### config.mk
export PLATFORM = sky130hd
export DESIGN_NAME = power_pipe532
export DESIGN_NICKNAME = d
export VERILOG_FILES = /design/src/rtl/power532_pkg.sv /design/src/rtl/pow_stage532.sv /design/src/rtl/power_pipe532.sv
export SDC_FILE = /design/constraint.sdc
export NUM_CORES = 1
export LEC_CHECK = 0
export BUFFER_PORTS_ARGS = -buffer_cell sky130_fd_sc_hd__buf_2
export CAP_MARGIN = 20
export CORE_UTILIZATION = 35
export CTS_CLUSTER_DIAMETER = 80
export DETAILED_ROUTE_END_ITERATION = 10
export MAX_ROUTING_LAYER = met4
export SLEW_MARGIN = 10
export SYNTH_ARGS = -nofsm -noshare
export SYNTH_HDL_FRONTEND = slang
export SYNTH_SLANG_ARGS = --single-unit
### constraint.sdc
create_clock -name clk -period 5.3 [get_ports clk]
set_input_delay 0.795 -clock clk [delete_from_list [all_inputs] [get_ports clk]]
set_output_delay 0.795 -clock clk [all_outputs]
set_load 0.05 [all_outputs]
### src/rtl/power532_pkg.sv
// Shared width helpers for the pipelined integer power unit.
package power532_pkg;

  localparam int unsigned DEF_IN_W  = 8;
  localparam int unsigned DEF_EXP   = 3;
  localparam int unsigned DEF_TAG_W = 4;

  // Full-precision result width of in^n_exp.
  function automatic int unsigned out_w(input int unsigned in_w, input int unsigned n_exp);
    return in_w * n_exp;
  endfunction

  // Accumulator width held by stage idx (holds in^(idx+1)).
  function automatic int unsigned stage_w(input int unsigned in_w, input int unsigned idx);
    return in_w * (idx + 1);
  endfunction

  // Bit offset of stage idx inside the flattened accumulator bus.
  function automatic int unsigned acc_off(input int unsigned in_w, input int unsigned idx);
    return (in_w * idx * (idx + 1)) / 2;
  endfunction

  // Tag width guard so a zero-width sideband never reaches a port.
  function automatic int unsigned tag_w(input int unsigned w);
    return (w == 0) ? 1 : w;
  endfunction

endpackage

### src/rtl/pow_stage532.sv
// One power-pipe stage: holds x and the running product, advances under the ready chain.
module pow_stage532
  import power532_pkg::*;
#(
  parameter  int unsigned IN_W   = 8,
  parameter  int unsigned IDX    = 0,
  parameter  int unsigned SIGNED = 0,
  parameter  int unsigned TAG_W  = 4,
  localparam int unsigned AI_W   = (IDX == 0) ? IN_W : stage_w(IN_W, IDX - 1),
  localparam int unsigned AO_W   = stage_w(IN_W, IDX)
) (
  input  logic              clk,
  input  logic              rst_n,
  input  logic              flush_i,
  input  logic              v_i,
  input  logic [IN_W-1:0]   x_i,
  input  logic [AI_W-1:0]   acc_i,
  input  logic [TAG_W-1:0]  tag_i,
  input  logic              rdy_nxt_i,
  output logic              rdy_o,
  output logic              v_o,
  output logic [IN_W-1:0]   x_o,
  output logic [AO_W-1:0]   acc_o,
  output logic [TAG_W-1:0]  tag_o
);

  logic              v_q, v_d;
  logic [IN_W-1:0]   x_q, x_d;
  logic [AO_W-1:0]   acc_q, acc_d;
  logic [TAG_W-1:0]  tag_q, tag_d;
  logic [AO_W-1:0]   prod_c;
  logic              load_c;

  assign rdy_o  = ~v_q | rdy_nxt_i;
  assign load_c = rdy_o & v_i;

  if (IDX == 0) begin : g_load
    assign prod_c = acc_i;
  end else begin : g_mul
    // Extending both operands to the stage width keeps the low product bits exact
    // for either signedness, and the true result always fits.
    logic            a_sx, x_sx;
    logic [AO_W-1:0] a_ext, x_ext;
    assign a_sx   = (SIGNED != 0) & acc_i[AI_W-1];
    assign x_sx   = (SIGNED != 0) & x_i[IN_W-1];
    assign a_ext  = {{(AO_W - AI_W){a_sx}}, acc_i};
    assign x_ext  = {{(AO_W - IN_W){x_sx}}, x_i};
    assign prod_c = a_ext * x_ext;
  end

  always_comb begin
    v_d   = v_q;
    x_d   = x_q;
    acc_d = acc_q;
    tag_d = tag_q;
    if (flush_i) begin
      v_d = 1'b0;
    end else if (rdy_o) begin
      v_d = v_i;
    end
    if (load_c) begin
      x_d   = x_i;
      acc_d = prod_c;
      tag_d = tag_i;
    end
  end

  always_ff @(posedge clk or negedge rst_n) begin
    if (!rst_n) begin
      v_q   <= 1'b0;
      x_q   <= '0;
      acc_q <= '0;
      tag_q <= '0;
    end else begin
      v_q   <= v_d;
      x_q   <= x_d;
      acc_q <= acc_d;
      tag_q <= tag_d;
    end
  end

  assign v_o   = v_q;
  assign x_o   = x_q;
  assign acc_o = acc_q;
  assign tag_o = tag_q;

endmodule

### src/rtl/power_pipe532.sv
// Pipelined integer power unit: out_data = in_data^EXP at full precision, one result per cycle,
// valid/ready on both sides with a pass-through tag, flush and busy flag.
module power_pipe532
  import power532_pkg::*;
#(
  parameter  int unsigned IN_W   = DEF_IN_W,
  parameter  int unsigned EXP    = DEF_EXP,
  parameter  int unsigned SIGNED = 0,
  parameter  int unsigned TAG_W  = DEF_TAG_W,
  localparam int unsigned OUT_W  = out_w(IN_W, EXP)
) (
  input  logic              clk,
  input  logic              rst_n,
  input  logic              flush,
  input  logic              in_valid,
  output logic              in_ready,
  input  logic [IN_W-1:0]   in_data,
  input  logic [TAG_W-1:0]  in_tag,
  output logic              out_valid,
  input  logic              out_ready,
  output logic [OUT_W-1:0]  out_data,
  output logic [TAG_W-1:0]  out_tag,
  output logic              busy
);

  localparam int unsigned ACC_W = acc_off(IN_W, EXP);

  logic [EXP-1:0]          v;
  logic [EXP:0]            rdy;
  logic [ACC_W-1:0]        acc_all;
  logic [IN_W*(EXP-1)-1:0] x_all;
  logic [IN_W-1:0]         x_tail_unused;
  logic [TAG_W*EXP-1:0]    tag_all;

  assign rdy[EXP] = out_ready;

  for (genvar i = 0; i < int'(EXP); i++) begin : g_st
    localparam int unsigned AI_W = (i == 0) ? IN_W : stage_w(IN_W, i - 1);
    localparam int unsigned AO_W = stage_w(IN_W, i);

    logic              v_in;
    logic [IN_W-1:0]   x_in;
    logic [AI_W-1:0]   acc_in;
    logic [TAG_W-1:0]  tag_in;
    logic [IN_W-1:0]   x_out;

    if (i == 0) begin : g_head
      assign v_in   = in_valid;
      assign x_in   = in_data;
      assign acc_in = in_data;
      assign tag_in = in_tag;
    end else begin : g_body
      assign v_in   = v[i-1];
      assign x_in   = x_all[(i-1)*IN_W +: IN_W];
      assign acc_in = acc_all[acc_off(IN_W, i - 1) +: AI_W];
      assign tag_in = tag_all[(i-1)*TAG_W +: TAG_W];
    end

    // The last stage's x copy has no consumer.
    if (i < int'(EXP) - 1) begin : g_fwd
      assign x_all[i*IN_W +: IN_W] = x_out;
    end else begin : g_tail
      assign x_tail_unused = x_out;
    end

    pow_stage532 #(
      .IN_W   (IN_W),
      .IDX    (i),
      .SIGNED (SIGNED),
      .TAG_W  (TAG_W)
    ) u_stage (
      .clk       (clk),
      .rst_n     (rst_n),
      .flush_i   (flush),
      .v_i       (v_in),
      .x_i       (x_in),
      .acc_i     (acc_in),
      .tag_i     (tag_in),
      .rdy_nxt_i (rdy[i+1]),
      .rdy_o     (rdy[i]),
      .v_o       (v[i]),
      .x_o       (x_out),
      .acc_o     (acc_all[acc_off(IN_W, i) +: AO_W]),
      .tag_o     (tag_all[i*TAG_W +: TAG_W])
    );
  end

  assign in_ready  = rdy[0] & ~flush;
  assign out_valid = v[EXP-1];
  assign out_data  = acc_all[acc_off(IN_W, EXP - 1) +: OUT_W];
  assign out_tag   = tag_all[(EXP-1)*TAG_W +: TAG_W];
  assign busy      = |v;

endmodule

==> results.yml <==
outcome:
  status: "completed"
floorplanning:
  top_level_ports: 48
  core_area_um2: 23400
  dieArea_um2: 24430
  start_util: 0.3561
  chipHeight_um: 156.3
  fp-row-count: 56
  fp.dieW_um: 156.3
worst_setup_path:
  cp_num_buf_inv: 3
  cp_top_family: "adder cells"
  critPathLaunchType: "flop"
  cpPeakStageDelay_ns: 0.66
  critPathArrivalTime_ns: 5.00
  worstPathMaxFanout: 16
  crit_chain: "nand2_1 -> fa_1 -> fa_1 -> inv_1 -> fa_1 -> inv_1 -> fa_1 -> inv_1 -> ha_1 -> a21o_1 -> a21oi_2 -> nand2_1 -> a31o_1 -> a311oi_1 -> o41ai_1"
  cp.required_ns: 5.49
  worst_path_most_repeated_cell: "fa_1"
  reg2reg_slack_ns: 0.49
  worstSetupEndpointType: "flop"
  critical_path_class: "reg -> reg"
  slowest_stage: "dfrtp_1"
layout:
  regArea_um2: 1727
  drive_gt1_frac: 0.1111
  multi_input_area_um2: 5918
  fin_nets: 1115
  diodes: 0
  fill_cells: 2446
  synthToLayoutAreaGrowth_pct: 9.548
route:
  antenna_left: 0
  drtIter0Drc: 181
  vias_per_cell: 4.839
  wl_um: 17010
  wl_per_cell_um: 13.65
  drtPass1Iterations: 5
  drcViolationCount: 0
  vias: 6030
sta:
  slew-limit-headroom: 0.3599
  finalCritPeriodShare: 0.9081
  rsz0062_at_grt: "false"
  final-hold-violation-count: 0
  period_needed_ns: 4.813
  setup_viol: 0
  drv_slew: 0
  skew_ns: 0.01118
  fmax_mhz: 207.8
  tns_ns: 0
  tightest_slew_ns: 0.9601
clock_network:
  cts_root_buf: "clkbuf_16"
  tritoncts: "yes"
  cts_buffers: 9
  cts_resized: 0
  cts_setup_buffers: 0
  cts.reportedPaths.clkPinSlew_ns: 0.06
  clock-sinks: 69
  cts_hold_buf: 0
  clk-insertion-delay-late_ns: 0.35
  cts_max_level: 3
  cts_buffer_depth: 2
logic_synthesis:
  synth_area_leaders: "fa_1 (25%), dfrtp_1 (21%), ha_1 (11%), and2_1 (9.1%), inv_1 (6.3%)"
  yosys-top-cells-count: "inv_1 (140), and2_1 (121), fa_1 (105), nand2_1 (98), ha_1 (71)"
  syn_avg_cell_area_um2: 9.322
  synth_top_area_cell: "fa_1"
  synth_area_um2: 8334
  yosysWarnings: 0
  synth_top_area_share: 0.2522
  netlist-cell-type-count: 63
  yosysSeqAreaShare: 0.2072
  synthCells: 894
  yosysMostFrequentCell: "inv_1"
  ys_ff_latch: 69
  ys_async_sr_fraction: 1.000
  ys.flop_type: "dfrtp_1"
  synth_edf_count: 0
global_route:
  grt_usage: 0.1556
  grt_max_degree: 70
  grt_antenna_before_repair: 0
  grt_pass1_vias: 6134
  grt_overflow: 0
  grt_pass1_wl_um: 29350
place:
  finalWeightedCongestion: 0.8665
  hpwl_um: 13210
  portBuffers: 47
run:
  drv_cap: 0
hold_path:
  min_path_type: "reg -> reg"
per-stage QoR:
| stage | area, µm² | util | std cells | hold slack [ns] | setup slack [ns] |
|---|---|---|---|---|---|
| final | 9130 | 0.3901 | 1246 | 0.4564 | 0.4872 |
| after detailed placement | 8830 | 0.3773 | 1230 | 0.4504 | 0.4996 |
| after CTS | 9130 | 0.3901 | 1246 | 0.4634 | 0.4910 |
| after floorplan | 8342 | - | 896 | 0.4331 | 0.8853 |
| after global routing | 9130 | 0.3901 | 1246 | 0.4848 | 0.2563 |
| after global placement | 8830 | 0.3773 | 1230 | 0.4443 | 0.5454 |
kinds of logic after synthesis:
logic type | Yosys count | synth area share
flip-flops | 69 | 0.2072
XOR/XNOR | 27 | 0.02837
adder cells (fa/ha/maj) | 176 | 0.3588
AO/OA/AOI/OAI | 129 | 0.1042
multiplexers | 27 | 0.03618
buffers and inverters | 175 | 0.08362
other | 2 | 0.0009011
AND/OR/NAND/NOR | 289 | 0.1808
layout by cell type (no fill, tap or decap), types with 5 or more instances in the layout:
cell,instances
nor2b_1,6
nor2_1,19
nand2_1,98
nand3_1,13
nand4_1,7
and2_1,121
xor2_1,14
o21ai_1,24
a21o_1,10
a21oi_1,27
o21a_1,5
ha_1,71
o21ai_0,19
xnor2_1,13
and3_1,5
fa_1,105
buf_2,46
mux2_2,25
dfrtp_1,69
nand2b_1,5
nor3_1,5
inv_1,140
clkbuf_16,9
cell type report:
class	count	share of cell area
Inverter	140	0.05756
Multi-Input combinational cell	652	0.6482
Timing Repair Buffer	50	0.02850
Tap cell	319	0.04372
Clock buffer	11	0.02659
Sequential cell	69	0.1891
Clock inverter	5	0.006304
worst register-to-register path, stage by stage (launching register included):
cell and delay [ns]:
dfrtp_1 0.66, nand2_1 0.17, fa_1 0.52, fa_1 0.55
inv_1 0.05, fa_1 0.47, inv_1 0.05, fa_1 0.52
inv_1 0.04, ha_1 0.39, a21o_1 0.22, a21oi_2 0.24
nand2_1 0.12, a31o_1 0.27, a311oi_1 0.28, o41ai_1 0.09
flip-flops by register name, summed over array words and instances (netlist names):
register / flops
g_st.u_stage.tag_o: 12
g_st.u_stage.x_o: 15
g_st.u_stage.v_o: 3
g_st.u_stage.acc_o: 39
path summary, 6_finish.rpt:
kind	from	to	cells past startpoint
min in group asynchronous	rst_n	g_st[2].u_stage.acc_o[8]	1
max	g_st[1].u_stage.x_o[2]	g_st[2].u_stage.acc_o[13]	15
min	g_st[2].u_stage.acc_o[1]	g_st[2].u_stage.acc_o[1]	2
max in group asynchronous	rst_n	g_st[1].u_stage.acc_o[2]	1
max reg2reg	g_st[1].u_stage.x_o[2]	g_st[2].u_stage.acc_o[13]	15
min reg2reg	g_st[2].u_stage.acc_o[1]	g_st[2].u_stage.acc_o[1]	2
metal layers:
layer	global-route usage	wire length (µm)	vias to the layer above
li1	-	-	2902
met1	0.1920	7804	3014
met2	0.2655	8499	95
met3	0.02382	465	19
met4	0.03968	239	0
met5	-	0	-
Power is not shown: default switching activity piles up to over one toggle a cycle in this logic, so the estimate is an artifact.
